### src/rtl/target_pkg.sv
// -----------------------------------------------------------------------------
// target_pkg
// Shared constants and types for the target locator.
//   IMG_W_DEF / IMG_H_DEF / MIN_PIXELS_DEF : default frame geometry and threshold
//   XW / YW / CW                           : column, row and hit-count widths
//   DIVW                                   : width of sum_x, which is also the
//                                            width of both serial dividers
//   frame_state_t / div_state_t            : FSM encodings
//   result_t                               : one frame's reported result
// -----------------------------------------------------------------------------
package target_pkg;

    localparam int IMG_W_DEF      = 320;
    localparam int IMG_H_DEF      = 240;
    localparam int MIN_PIXELS_DEF = 64;

    localparam int XW   = $clog2(IMG_W_DEF);
    localparam int YW   = $clog2(IMG_H_DEF);
    localparam int CW   = $clog2(IMG_W_DEF * IMG_H_DEF + 1);
    localparam int DIVW = CW + XW;

    typedef enum logic {WAIT_SOP, ACCUM}    frame_state_t;
    typedef enum logic {DIV_IDLE, DIV_BUSY} div_state_t;

    typedef struct packed {
        logic          found;
        logic [XW-1:0] x;
        logic [YW-1:0] y;
        logic [CW-1:0] count;
        logic [XW-1:0] xmin;
        logic [XW-1:0] xmax;
        logic [YW-1:0] ymin;
        logic [YW-1:0] ymax;
    } result_t;

endpackage

### src/rtl/target_locator_if.sv
// -----------------------------------------------------------------------------
// target_locator_if
// Bundles the pixel stream from the colour classifier and the result port to
// the steering controller.
//   pix_valid/pix_sop/pix_eop/pix_hit : pixel stream (master -> slave)
//   out_ready                         : result accept (master -> slave)
//   out_valid/out_found/out_x/out_y/out_count/out_x*/out_y*/overrun
//                                     : result and status (slave -> master)
// The slave modport is the locator; the master modport is its environment.
// -----------------------------------------------------------------------------
interface target_locator_if;
    import target_pkg::*;

    logic          pix_valid;
    logic          pix_sop;
    logic          pix_eop;
    logic          pix_hit;
    logic          out_ready;
    logic          out_valid;
    logic          out_found;
    logic [XW-1:0] out_x;
    logic [YW-1:0] out_y;
    logic [CW-1:0] out_count;
    logic [XW-1:0] out_xmin;
    logic [XW-1:0] out_xmax;
    logic [YW-1:0] out_ymin;
    logic [YW-1:0] out_ymax;
    logic          overrun;

    modport master (
        output pix_valid, pix_sop, pix_eop, pix_hit, out_ready,
        input  out_valid, out_found, out_x, out_y, out_count,
               out_xmin, out_xmax, out_ymin, out_ymax, overrun
    );

    modport slave (
        input  pix_valid, pix_sop, pix_eop, pix_hit, out_ready,
        output out_valid, out_found, out_x, out_y, out_count,
               out_xmin, out_xmax, out_ymin, out_ymax, overrun
    );

endinterface

### src/rtl/target_locator_serial_divider.sv
// -----------------------------------------------------------------------------
// serial_divider
// Restoring divider, one quotient bit per clock, W cycles per division.
//   clk, rst     : clock, asynchronous active-high reset
//   i_start      : load dividend/divisor and begin
//   i_dividend   : W-bit dividend
//   i_divisor    : W-bit divisor (0 yields all-ones; caller masks that case)
//   o_busy       : iterations in progress
//   o_done       : one-cycle pulse, quotient valid from this cycle on
//   o_quot       : low QW bits of the truncated quotient
// -----------------------------------------------------------------------------
module serial_divider #(
    parameter int W  = 8,
    parameter int QW = W
) (
    input  logic          clk,
    input  logic          rst,
    input  logic          i_start,
    input  logic [W-1:0]  i_dividend,
    input  logic [W-1:0]  i_divisor,
    output logic          o_busy,
    output logic          o_done,
    output logic [QW-1:0] o_quot
);
    localparam int CNTW = $clog2(W + 1);

    logic [W-1:0]    r_rem;
    logic [W-1:0]    r_quot;
    logic [W-1:0]    r_div;
    logic [CNTW-1:0] r_cnt;
    logic            r_busy;
    logic            r_done;

    // The dividend sits in r_quot and shifts out MSB-first into the remainder
    // while quotient bits shift in from the right.
    logic [W:0]   w_rem_sh;
    logic [W-1:0] w_diff;
    logic         w_ge;

    assign w_rem_sh = {r_rem, r_quot[W-1]};
    assign w_ge     = (w_rem_sh >= {1'b0, r_div});
    // Only used when w_ge, where the true difference always fits in W bits.
    assign w_diff   = w_rem_sh[W-1:0] - r_div;

    always_ff @(posedge clk or posedge rst) begin
        if (rst) begin
            r_rem  <= '0;
            r_quot <= '0;
            r_div  <= '0;
            r_cnt  <= '0;
            r_busy <= 1'b0;
            r_done <= 1'b0;
        end else begin
            r_done <= 1'b0;
            if (i_start) begin
                r_rem  <= '0;
                r_quot <= i_dividend;
                r_div  <= i_divisor;
                r_cnt  <= CNTW'(W);
                r_busy <= 1'b1;
            end else if (r_busy) begin
                r_rem  <= w_ge ? w_diff : w_rem_sh[W-1:0];
                r_quot <= {r_quot[W-2:0], w_ge};
                r_cnt  <= r_cnt - CNTW'(1);
                if (r_cnt == CNTW'(1)) begin
                    r_busy <= 1'b0;
                    r_done <= 1'b1;
                end
            end
        end
    end

    assign o_busy = r_busy;
    assign o_done = r_done;
    assign o_quot = r_quot[QW-1:0];

endmodule

### src/rtl/target_locator.sv
// -----------------------------------------------------------------------------
// target_locator
// Raster-counts pixel positions of the colour-match stream, accumulates hit
// coordinates per frame and, at end of frame, divides the sums to report the
// target centroid, hit count and optional bounding box on a valid/ready port.
//   clk, rst : pixel clock, asynchronous active-high reset
//   bus      : target_locator_if.slave (pixel stream in, result port out,
//              sticky overrun status)
// Parameters: IMG_W, IMG_H (line length / frame height for position counting),
//   MIN_PIXELS (hit count needed for out_found). Port widths come from
//   target_pkg and are sized for the default geometry.
// Build option: define TARGET_LOCATOR_BBOX_EN to build the min/max trackers;
//   otherwise out_xmin/out_xmax/out_ymin/out_ymax are tied to 0.
// Latency: eop pixel in cycle N -> out_valid in cycle N+DIVW+2.
// -----------------------------------------------------------------------------
module target_locator
    import target_pkg::*;
#(
    parameter int IMG_W      = IMG_W_DEF,
    parameter int IMG_H      = IMG_H_DEF,
    parameter int MIN_PIXELS = MIN_PIXELS_DEF
) (
    input  logic clk,
    input  logic rst,
    target_locator_if.slave bus
);
    localparam int            SYW     = CW + YW;
    localparam logic [XW-1:0] X_LAST  = XW'(IMG_W - 1);
    localparam logic [YW-1:0] Y_LAST  = YW'(IMG_H - 1);
    localparam logic [CW-1:0] MIN_CNT = CW'(MIN_PIXELS);

    frame_state_t    r_frame_st;
    logic [XW-1:0]   r_x;
    logic [YW-1:0]   r_y;
    logic [CW-1:0]   r_cnt;
    logic [DIVW-1:0] r_sum_x;
    logic [SYW-1:0]  r_sum_y;

    // A pixel counts if it opens a frame or arrives inside one. An sop pixel
    // sees cleared accumulators and position 0,0, so a restart mid-frame
    // silently discards the partial sums.
    logic            w_take;
    logic            w_hit;
    logic            w_close;
    logic [XW-1:0]   w_px;
    logic [YW-1:0]   w_py;
    logic [XW-1:0]   w_x_adv;
    logic [YW-1:0]   w_y_adv;
    logic [CW-1:0]   w_cnt_base;
    logic [CW-1:0]   w_cnt_nxt;
    logic [DIVW-1:0] w_sum_x_nxt;
    logic [SYW-1:0]  w_sum_y_nxt;
    logic [XW-1:0]   w_xmin_nxt;
    logic [XW-1:0]   w_xmax_nxt;
    logic [YW-1:0]   w_ymin_nxt;
    logic [YW-1:0]   w_ymax_nxt;

    assign w_take     = bus.pix_valid && (bus.pix_sop || r_frame_st == ACCUM);
    assign w_hit      = w_take && bus.pix_hit;
    assign w_close    = w_take && bus.pix_eop;
    assign w_px       = bus.pix_sop ? '0 : r_x;
    assign w_py       = bus.pix_sop ? '0 : r_y;
    assign w_cnt_base = bus.pix_sop ? '0 : r_cnt;
    assign w_cnt_nxt  = w_cnt_base + CW'(w_hit);
    assign w_sum_x_nxt = (bus.pix_sop ? '0 : r_sum_x) + (w_hit ? DIVW'(w_px) : '0);
    assign w_sum_y_nxt = (bus.pix_sop ? '0 : r_sum_y) + (w_hit ? SYW'(w_py) : '0);

    // Column wraps at the end of a line; row sticks at the last line.
    assign w_x_adv = (w_px == X_LAST) ? '0 : w_px + XW'(1);
    assign w_y_adv = (w_px == X_LAST && w_py != Y_LAST) ? w_py + YW'(1) : w_py;

    always_ff @(posedge clk or posedge rst) begin
        if (rst) begin
            r_frame_st <= WAIT_SOP;
            r_x        <= '0;
            r_y        <= '0;
            r_cnt      <= '0;
            r_sum_x    <= '0;
            r_sum_y    <= '0;
        end else if (w_take) begin
            r_frame_st <= bus.pix_eop ? WAIT_SOP : ACCUM;
            r_x        <= w_x_adv;
            r_y        <= w_y_adv;
            r_cnt      <= w_cnt_nxt;
            r_sum_x    <= w_sum_x_nxt;
            r_sum_y    <= w_sum_y_nxt;
        end
    end

`ifdef TARGET_LOCATOR_BBOX_EN
    logic [XW-1:0] r_xmin;
    logic [XW-1:0] r_xmax;
    logic [YW-1:0] r_ymin;
    logic [YW-1:0] r_ymax;
    logic          w_first;

    // The first hit of a frame seeds all four bounds; an empty frame keeps
    // the cleared zeros.
    assign w_first = (w_cnt_base == '0);

    always_comb begin
        w_xmin_nxt = bus.pix_sop ? '0 : r_xmin;
        w_xmax_nxt = bus.pix_sop ? '0 : r_xmax;
        w_ymin_nxt = bus.pix_sop ? '0 : r_ymin;
        w_ymax_nxt = bus.pix_sop ? '0 : r_ymax;
        if (w_hit) begin
            if (w_first || w_px < w_xmin_nxt) w_xmin_nxt = w_px;
            if (w_first || w_px > w_xmax_nxt) w_xmax_nxt = w_px;
            if (w_first || w_py < w_ymin_nxt) w_ymin_nxt = w_py;
            if (w_first || w_py > w_ymax_nxt) w_ymax_nxt = w_py;
        end
    end

    always_ff @(posedge clk or posedge rst) begin
        if (rst) begin
            r_xmin <= '0;
            r_xmax <= '0;
            r_ymin <= '0;
            r_ymax <= '0;
        end else if (w_take) begin
            r_xmin <= w_xmin_nxt;
            r_xmax <= w_xmax_nxt;
            r_ymin <= w_ymin_nxt;
            r_ymax <= w_ymax_nxt;
        end
    end
`else
    assign w_xmin_nxt = '0;
    assign w_xmax_nxt = '0;
    assign w_ymin_nxt = '0;
    assign w_ymax_nxt = '0;
`endif

    // ---------------- divide stage ----------------
    div_state_t    r_div_st;
    result_t       r_snap;
    result_t       r_res;
    result_t       w_res_new;
    logic          r_out_valid;
    logic          r_overrun;
    logic          w_busy_x;
    logic          w_busy_y;
    logic          w_done_x;
    logic          w_done_y;
    logic          w_done;
    logic          w_stage_busy;
    logic          w_start;
    logic [XW-1:0] w_qx;
    logic [YW-1:0] w_qy;

    // The stage stays busy through the done cycle until the result is loaded.
    assign w_stage_busy = (r_div_st == DIV_BUSY) || w_busy_x || w_busy_y;
    assign w_start      = w_close && !w_stage_busy;
    assign w_done       = w_done_x && w_done_y;

    // Both dividers run at sum_x width so they finish on the same cycle.
    serial_divider #(.W(DIVW), .QW(XW)) u_div_x (
        .clk        (clk),
        .rst        (rst),
        .i_start    (w_start),
        .i_dividend (w_sum_x_nxt),
        .i_divisor  (DIVW'(w_cnt_nxt)),
        .o_busy     (w_busy_x),
        .o_done     (w_done_x),
        .o_quot     (w_qx)
    );

    serial_divider #(.W(DIVW), .QW(YW)) u_div_y (
        .clk        (clk),
        .rst        (rst),
        .i_start    (w_start),
        .i_dividend (DIVW'(w_sum_y_nxt)),
        .i_divisor  (DIVW'(w_cnt_nxt)),
        .o_busy     (w_busy_y),
        .o_done     (w_done_y),
        .o_quot     (w_qy)
    );

    // A zero count means the dividers divided by zero; force the centroid to 0.
    always_comb begin
        w_res_new       = r_snap;
        w_res_new.found = (r_snap.count >= MIN_CNT);
        w_res_new.x     = (r_snap.count == '0) ? '0 : w_qx;
        w_res_new.y     = (r_snap.count == '0) ? '0 : w_qy;
    end

    always_ff @(posedge clk or posedge rst) begin
        if (rst) begin
            r_div_st    <= DIV_IDLE;
            r_snap      <= '0;
            r_res       <= '0;
            r_out_valid <= 1'b0;
            r_overrun   <= 1'b0;
        end else begin
            if (w_close && w_stage_busy) begin
                r_overrun <= 1'b1;
            end
            case (r_div_st)
                DIV_IDLE: begin
                    if (w_start) begin
                        r_snap.found <= 1'b0;
                        r_snap.x     <= '0;
                        r_snap.y     <= '0;
                        r_snap.count <= w_cnt_nxt;
                        r_snap.xmin  <= w_xmin_nxt;
                        r_snap.xmax  <= w_xmax_nxt;
                        r_snap.ymin  <= w_ymin_nxt;
                        r_snap.ymax  <= w_ymax_nxt;
                        r_div_st     <= DIV_BUSY;
                    end
                end
                DIV_BUSY: begin
                    if (w_done) begin
                        r_div_st <= DIV_IDLE;
                    end
                end
                default: r_div_st <= DIV_IDLE;
            endcase
            // A new result replaces whatever is held; losing an unaccepted
            // one is recorded as overrun.
            if (r_div_st == DIV_BUSY && w_done) begin
                r_res       <= w_res_new;
                r_out_valid <= 1'b1;
                if (r_out_valid && !bus.out_ready) begin
                    r_overrun <= 1'b1;
                end
            end else if (r_out_valid && bus.out_ready) begin
                r_out_valid <= 1'b0;
            end
        end
    end

    assign bus.out_valid = r_out_valid;
    assign bus.out_found = r_res.found;
    assign bus.out_x     = r_res.x;
    assign bus.out_y     = r_res.y;
    assign bus.out_count = r_res.count;
    assign bus.out_xmin  = r_res.xmin;
    assign bus.out_xmax  = r_res.xmax;
    assign bus.out_ymin  = r_res.ymin;
    assign bus.out_ymax  = r_res.ymax;
    assign bus.overrun   = r_overrun;

endmodule

### src/flat_wrapper.sv
// flat-port wrapper written by rule: the top's interface ports become plain ports
module target_locator_flat import target_pkg::*;
#(
    parameter int IMG_W      = IMG_W_DEF,
    parameter int IMG_H      = IMG_H_DEF,
    parameter int MIN_PIXELS = MIN_PIXELS_DEF
)
  (clk, rst, bus_pix_valid, bus_pix_sop, bus_pix_eop, bus_pix_hit, bus_out_ready, bus_out_valid, bus_out_found, bus_out_x, bus_out_y, bus_out_count, bus_out_xmin, bus_out_xmax, bus_out_ymin, bus_out_ymax, bus_overrun);
  target_locator_if bus_i ();
  input  logic clk;
  input  logic rst;
  input wire logic [$bits(bus_i.pix_valid)-1:0] bus_pix_valid;
  input wire logic [$bits(bus_i.pix_sop)-1:0] bus_pix_sop;
  input wire logic [$bits(bus_i.pix_eop)-1:0] bus_pix_eop;
  input wire logic [$bits(bus_i.pix_hit)-1:0] bus_pix_hit;
  input wire logic [$bits(bus_i.out_ready)-1:0] bus_out_ready;
  output wire logic [$bits(bus_i.out_valid)-1:0] bus_out_valid;
  output wire logic [$bits(bus_i.out_found)-1:0] bus_out_found;
  output wire logic [$bits(bus_i.out_x)-1:0] bus_out_x;
  output wire logic [$bits(bus_i.out_y)-1:0] bus_out_y;
  output wire logic [$bits(bus_i.out_count)-1:0] bus_out_count;
  output wire logic [$bits(bus_i.out_xmin)-1:0] bus_out_xmin;
  output wire logic [$bits(bus_i.out_xmax)-1:0] bus_out_xmax;
  output wire logic [$bits(bus_i.out_ymin)-1:0] bus_out_ymin;
  output wire logic [$bits(bus_i.out_ymax)-1:0] bus_out_ymax;
  output wire logic [$bits(bus_i.overrun)-1:0] bus_overrun;
  assign bus_i.pix_valid = bus_pix_valid;
  assign bus_i.pix_sop = bus_pix_sop;
  assign bus_i.pix_eop = bus_pix_eop;
  assign bus_i.pix_hit = bus_pix_hit;
  assign bus_i.out_ready = bus_out_ready;
  assign bus_out_valid = bus_i.out_valid;
  assign bus_out_found = bus_i.out_found;
  assign bus_out_x = bus_i.out_x;
  assign bus_out_y = bus_i.out_y;
  assign bus_out_count = bus_i.out_count;
  assign bus_out_xmin = bus_i.out_xmin;
  assign bus_out_xmax = bus_i.out_xmax;
  assign bus_out_ymin = bus_i.out_ymin;
  assign bus_out_ymax = bus_i.out_ymax;
  assign bus_overrun = bus_i.overrun;
  target_locator #(.IMG_W(IMG_W), .IMG_H(IMG_H), .MIN_PIXELS(MIN_PIXELS)) u_core (.clk(clk), .rst(rst), .bus(bus_i));
endmodule
### config.mk
export PLATFORM = sky130hd
export DESIGN_NAME = target_locator_flat
export DESIGN_NICKNAME = d
export VERILOG_FILES = /design/src/rtl/target_pkg.sv /design/src/rtl/target_locator_if.sv /design/src/rtl/target_locator_serial_divider.sv /design/src/rtl/target_locator.sv /design/src/flat_wrapper.sv
export SDC_FILE = /design/constraint.sdc
export NUM_CORES = 1
export LEC_CHECK = 0
export ABC_AREA = 1
export BUFFER_PORTS_ARGS = -buffer_cell sky130_fd_sc_hd__buf_2
export CAP_MARGIN = 30
export CORE_MARGIN = 2
export CORE_UTILIZATION = 54
export CTS_CLUSTER_SIZE = 30
export DETAILED_ROUTE_END_ITERATION = 7
export PLACE_DENSITY_LB_ADDON = 0.2
export SYNTH_ARGS = -nofsm -noshare
export SYNTH_HDL_FRONTEND = slang
export SYNTH_SLANG_ARGS = --single-unit
### constraint.sdc
create_clock -name clk -period 11.1 [get_ports clk]
set_input_delay 1.665 -clock clk [delete_from_list [all_inputs] [get_ports clk]]
set_output_delay 1.665 -clock clk [all_outputs]
set_load 0.01 [all_outputs]
==> qor.csv, run 1 <==
metric,value,unit
clock_sinks,276,
cts.hold.buffers_added,0,
cp.arrival,5060,ps
gp_congestion,0.988,
synth_area,18200,sq um
synth-edff-count,0,
synth_cells,2672,
cp_max_fo,59,
reg2regPathDepth,10,
drt-initial-drc-count,1282,
layout_commonest_cell,nand2_1,
grt_max_degree,90,
wl_per_cell,15.0,microns
rsz0062_at_grt,no,
drcViolationCount,0,
ios,78,
dieArea,35100,sq um
grt.total_usage,0.269,
drt-pass1-iter-count,7,
finalClockSkew,9.29,ps
syn_avg_cell_area,6.79,sq um
yosysSeqAreaShare,0.380,
antenna_found_initial,0,
hold_viol,0,
pre_cts_slack,5940,ps
synth-seq-cells,276,
final_cell_mix,"nand2_1 (940), inv_1 (377), dfrtp_1 (276), nand3_1 (234), nor2_1 (203)",
syn_to_final_growth,7.97,%
postCtsSetupRepairBufs,0,
postCtsResizedCells,0,
max_freq,0.217,GHz
root_buffer,clkbuf_16,
worst_slack,6490,ps
cap_viol_max_count,0,
async_reset_ff_frac,1.00,
grt_pass1_wl,77.6,mm
crit_path_start_kind,primary input,
dpl.hpwl,33.7,mm
port_buffers,43,
peakVddDrop,0.144,mV
yosys_warnings,0,
timing.final.crit_share,0.416,
rows,67,
yosysUniqueCellTypes,51,
num_vias,16700,
clk_path_buf_depth,3,
cts_buffers,30,
end_kind,register,
p_leak,0.0103,uW
drive_above_1_share,0.0641,
timing.setup.tns,0,ps
grt_pass1_vias,15700,
initial_core_util,0.545,
grt-ovfl-total,0,
ys.flop_type,dfrtp_1,
final_nets,2747,
final_max_slew_viol_count,0,
relSlewSlack,0.371,
cts_max_level,1,
final.min_clock_period,4610,ps
worstPathRequired,11550,ps
tightest_slew,942,ps
status,completed,
drt_wl_total,47.2,mm
ant_nets,0,
setup_violations,0,
n_antenna_cell,0,
hold_ws,469,ps
hold_path_class,register to register,
clk-insertion-delay-late,580,ps
hold-path-cell-count,2,
cts_tree,built,
vias_per_cell,5.32,
fp.coreArea,33300,sq um
die_h,187,microns
die_w,187,microns
crit_type,primary input to register,
p_per_area,215,nW/um^2
clkTransAtPathRegs,60,ps
## where the power goes
part / switching, uW / leakage, uW / total [uW] / internal (uW)
combinational: 1140 / 0.00626 / 1730 / 583
sequential: 178 / 0.00355 / 1440 / 1270
clock: 432 / 0.000493 / 1040 / 604
total: 1750 / 0.0103 / 4210 / 2450
## metal layers
metal	part of all wire	track usage	vias to the layer above
li1	-	-	8352
met1	0.46	0.368	7823
met2	0.45	0.437	462
met3	0.048	0.0281	101
met4	0.043	0.111	0
met5	0	0	-
## cell families after synthesis
group                      share of synthesized area
xor gates and xnor gates                      0.0289
adders and majority gates                     0.0444
and+or+nand+nor                                0.359
buffers and inverters                          0.117
other                                       0.000207
AOI/OAI and AO/OA                             0.0696
DFF                                            0.380
## sequential cells by signal, summed over array words and instances, names as in the netlist, 5 cells and up
name,cells
u_core.r_sum_y,25
u_core.r_sum_x,26
u_core.r_snap,17
u_core.u_div_x.r_rem,26
u_core.u_div_y.r_quot,26
u_core.u_div_y.r_rem,26
u_core.bus.out_y,8
u_core.u_div_y.r_cnt,5
u_core.r_y,8
u_core.r_cnt,17
u_core.u_div_x.r_cnt,5
u_core.bus.out_count,17
u_core.u_div_y.r_div,17
u_core.u_div_x.r_quot,26
u_core.r_x,9
u_core.bus.out_x,9
## synthesized netlist by cell type (2+ instances only)
master | number | area [sq um]
buf_6 | 5 | 56.3
nand3b_1 | 15 | 113
dfrtp_1 | 276 | 6910
fa_1 | 4 | 80.1
buf_1 | 17 | 63.8
inv_2 | 11 | 41.3
a22oi_1 | 10 | 75.1
o21ai_0 | 132 | 661
ha_1 | 58 | 726
buf_2 | 21 | 105
nor4_1 | 2 | 12.5
xnor2_1 | 21 | 184
nand3_2 | 2 | 20.0
or2_1 | 2 | 12.5
o22ai_1 | 11 | 68.8
nand4_1 | 74 | 463
nor3_1 | 13 | 65.1
nor2_4 | 4 | 45.0
nand2_1 | 940 | 3530
nor3_2 | 6 | 60.1
o211ai_1 | 15 | 113
nor2_2 | 19 | 119
nand3_1 | 234 | 1170
o21ai_1 | 15 | 75.1
nor2_1 | 205 | 769
inv_1 | 380 | 1430
clkinv_1 | 2 | 7.51
buf_4 | 38 | 285
a21oi_1 | 35 | 175
or2_0 | 2 | 12.5
xor2_1 | 37 | 324
nand2_2 | 5 | 31.3
and2_1 | 4 | 25.0
o21bai_1 | 3 | 22.5
clkbuf_1 | 37 | 139
o221ai_1 | 2 | 17.5
## worst max-delay path, stage by stage
cell and delay (ps):
buf_2 70, buf_4 580, o21ai_4 100, buf_4 320, nor2_2 240, nand2_1 210
nor2_1 190, ha_1 210, fa_1 220, nand3_1 80, nand2_1 130, nand2_1 90
nand2_1 160, nand2_1 170, nor2_4 200, nand4_1 140, nand3_1 130, o21ai_0 90
## worst paths after layout
| check | startpoint | slack, ps | to |
|---|---|---|---|
| setup / recovery | bus_pix_sop | 6490 | u_core.r_sum_y[18] |
| min in group asynchronous | rst | 1150 | u_core.u_div_x.r_quot[14] |
| max in group asynchronous | rst | 7890 | u_core.u_div_y.r_rem[20] |
| hold / removal | u_core.bus.out_count[13] | 470 | u_core.bus.out_count[13] |
| hold reg to reg | u_core.bus.out_count[13] | 470 | u_core.bus.out_count[13] |
| setup reg to reg | u_core.u_div_x.o_busy | 7700 | u_core.u_div_x.r_quot[25] |
## final cells by class
type                            count  area [sq um]
Timing Repair Buffer               59           355
Fill cell                        3183         13700
Multi-Input combinational cell   1917          9260
Clock buffer                       38           841
Inverter                          394          1490
Sequential cell                   276          6910
Tap cell                          448           561
Clock inverter                     16           183
## metrics by stage
stage                     instance area (sq um)  instances   util  power, uW
after floorplan                           18300       2705      -       2740
after global placement                    18500       3093  0.557       3110
after detailed placement                  18600       3094  0.558       3160
after CTS                                 19600       3148  0.589       4210
after global routing                      19600       3148  0.589       4530
final                                     19600       3148  0.589       4210
No activity file was read; power rests on OpenSTA's default activity.
==> run 2: changes to the inputs <==
- ABC_AREA: 1 -> 0
- clock period: 11.1 -> 4.3 ns (I/O delays scaled with it)
==> run 2 against run 1 <==
Effect of this change: first-iteration DRC count is 32% lower; highest routed layer unchanged; count of clock-buffer cells in the layout is 1 higher; die area fell by 10%; critical path depth down 5; critical path type is now register to register; via count decreased by 23%; sequential share of layout area grew 3.6 points; combinational power fell by 88%; register-to-register slack worse by 6700 ps; clock skew up 14 ps; sequential cell count is the same; cell count shrank 30%.
==> qor.csv, run 2 <==
metric,value,unit,change
reg2reg_slack,980,ps,-6720 ps
hold_path_class,primary input to async pin,,
postCtsResizedCells,0,,unchanged
initial_core_util,0.547,,+0.00147
ys.flop_type,dfrtp_1,,
root_buffer,clkbuf_16,,
yosys.area.top_type,dfrtp_1,,
p_per_area,321,nW/um^2,+50%
met3_usage,0.0286,,+0.000423
crit_type,register to register,,
grt.total_usage,0.247,,-0.0219
timing.setup.tns,0,ps,unchanged
setup_violations,0,,unchanged
hold_viol,0,,unchanged
syn_avg_cell_area,9.13,sq um,+34%
use_met1,0.336,,-0.0320
vias_per_cell,5.84,,+9.8%
cts.hold.buffers_added,0,,unchanged
grt-ovfl-total,0,,unchanged
fp.coreArea,29600,sq um,-11%
drcViolationCount,0,,unchanged
grt-busiest-layer,met2,,
yosysMostFrequentCell,dfrtp_1,,
status,completed,,
cts_tree,built,,
path_cells,nand3_1 > nor2_1 > and2_1 > ha_1 > fa_1 > a21o_1 > a21oi_1 > nor2b_1 > o21a_1 > o211ai_2 > nor3_1 > xnor2_1 > o221ai_1,,
synth.area.top_cells,"dfrtp_1 (43%), nand2_1 (6.2%), ha_1 (4.5%)",,
yosysSeqAreaShare,0.426,,+0.0456
max_stage_delay,470,ps,-110 ps
cp_num_buf_inv,0,,-3
fill_cells,2558,,-20%
cts_max_level,1,,unchanged
cpMaxStageDelayCell,o211ai_2,,
timing.final.crit_share,0.772,,
cts_buffers,31,,+3.3%
rsz0062_at_grt,no,,
crit_path_start_kind,register,,
rows,63,,-6.0%
end_kind,register,,
num_vias,12800,,-23%
synth_area,16200,sq um,-11%
peakVddDrop,0.461,mV,+220%
cp.arrival,3730,ps,-1330 ps
hold_ws,143,ps,-326 ps
cp_max_fo,9,,-85%
worstPathRequired,4710,ps,-6840 ps
tightest_slew,927,ps,-14.7 ps
grt_pass1_wl,63.2,mm,-19%
synth_top_area_frac,0.426,,+0.0456
final_max_slew_viol_count,0,,unchanged
clock_sinks,276,,unchanged
synth-edff-count,0,,unchanged
ant_nets,0,,unchanged
synthTopCellsByCount,"dfrtp_1 (276), nand2_1 (267), o21ai_0 (140)",,
grt_pass1_vias,12300,,-22%
ios,78,,unchanged
postCtsSetupRepairBufs,0,,unchanged
synth-seq-cells,276,,unchanged
max_freq,0.301,GHz,
dpl.hpwl,26.2,mm,-22%
port_buffers,43,,unchanged
drive_above_1_share,0.104,,+0.0400
final.min_clock_period,3320,ps,
drt-pass1-iter-count,7,,unchanged
die_w,177,microns,-5.4%
synth_cells,1775,,-34%
reg2regPathDepth,13,,+3
cap_viol_max_count,0,,unchanged
dieArea,31400,sq um,-10%
clk_path_buf_depth,3,,unchanged
wl_per_cell,17.4,microns,+16%
finalClockSkew,23.5,ps,+14.2 ps
yosys_warnings,0,,unchanged
clk-insertion-delay-late,580,ps,about the same
grt_max_degree,114,,+27%
syn_to_final_growth,9.77,%,
drt-initial-drc-count,869,,-32%
drt_wl_total,38.2,mm,-19%
gp_congestion,0.875,,-11%
async_reset_ff_frac,1.00,,unchanged
yosysUniqueCellTypes,85,,+67%
n_antenna_cell,0,,unchanged
p_leak,0.00814,uW,-21%
final_nets,1850,,-33%
antenna_found_initial,0,,unchanged
layout_commonest_cell,dfrtp_1,,
die_h,177,microns,-5.4%
gr-usage-met2,0.420,,-0.0176
clkTransAtPathRegs,60,ps,about the same
final_cell_mix,"dfrtp_1 (274), nand2_1 (267), o21ai_0 (139), nor2_1 (104), a21oi_1 (69)",,
timing.rr.start,u_core.r_frame_st,,
relSlewSlack,0.382,,+0.0105
crit_family,compound AO/OA/AOI/OAI gates,,
timing.rr.end,u_core.u_div_y.r_quot[20],,
==> run 2: cell types whose count changed after synthesis, sizes merged, moves of 42 or more <==
cell / delta
nor2b: +42
nor2: -123
nand4: -55
nand2: -676
xnor2: +44
mux2i: +44
inv: -342
nand3: -182
==> run 2: worst reg2reg max path, delay by kind of cell, from the launching register on <==
kind            cells  cell delay [ps]
compound gates      5             1240
xor+xnor            1              200
fa+ha+maj           2              640
flops               1              440
simple gates        5              660
==> run 2: worst max path at each step <==
stage,start,end,slack [ps],cells after the start
after floorplan,rst,u_core.bus.out_count[0],4,1
after global placement,bus_pix_valid,u_core.u_div_x.r_quot[22],750,15
after detailed placement,bus_pix_valid,u_core.u_div_y.r_quot[20],640,14
after CTS,u_core.r_frame_st,u_core.u_div_y.r_quot[20],960,13
after global routing,u_core.r_frame_st,u_core.u_div_y.r_quot[22],730,13
final,u_core.r_frame_st,u_core.u_div_y.r_quot[20],980,13
==> run 2: kinds of logic after synthesis <==
logic type                 Yosys count  share of synthesized area
and+or+nand+nor                    646                      0.191
AOI/OAI and AO/OA                  436                      0.179
DFF                                276                      0.426
buffers and inverters              177                     0.0516
xor gates and xnor gates           110                     0.0594
muxes                               67                     0.0431
adders and majority gates           62                     0.0497
other                                1                   0.000231
==> run 2: power breakdown <==
part | leakage (uW) | internal [uW] | switching, uW | total, uW
Sequential | 0.00345 | 2620 | 25.3 | 2640
Clock | 0.000541 | 1730 | 1140 | 2870
Combinational | 0.00416 | 46.3 | 157 | 203
Total | 0.00814 | 4400 | 1320 | 5720
==> run 2: through the flow <==
| stage | instance area (sq um) | setup WS, ps | std cells | power, uW | util |
|---|---|---|---|---|---|
| floorplan | 16300 | 3.64 | 1808 | 2850 | - |
| global placement | 16600 | 745 | 2136 | 2890 | 0.562 |
| detailed placement | 16700 | 644 | 2138 | 2900 | 0.563 |
| CTS | 17800 | 964 | 2196 | 5770 | 0.600 |
| global route | 17800 | 726 | 2196 | 5920 | 0.600 |
| finish | 17800 | 982 | 2196 | 5720 | 0.600 |
==> run 2: metal layers <==
layer  part of all wire  wire length, microns
met1               0.45                 17200
met2               0.49                 18600
met3              0.040                  1520
met4              0.023                   860
met5                  0                     0
==> run 2: cell type report <==
| type | instances | area, sq um | share of cell area |
|---|---|---|---|
| clock inverters | 19 | 256 | 0.0144 |
| multi-input cells | 1355 | 8630 | 0.485 |
| flip-flops and latches | 276 | 6910 | 0.388 |
| inverters | 50 | 191 | 0.0108 |
| well taps | 390 | 488 | 0.0274 |
| clock buffers | 39 | 866 | 0.0487 |
| repair buffers | 67 | 453 | 0.0255 |
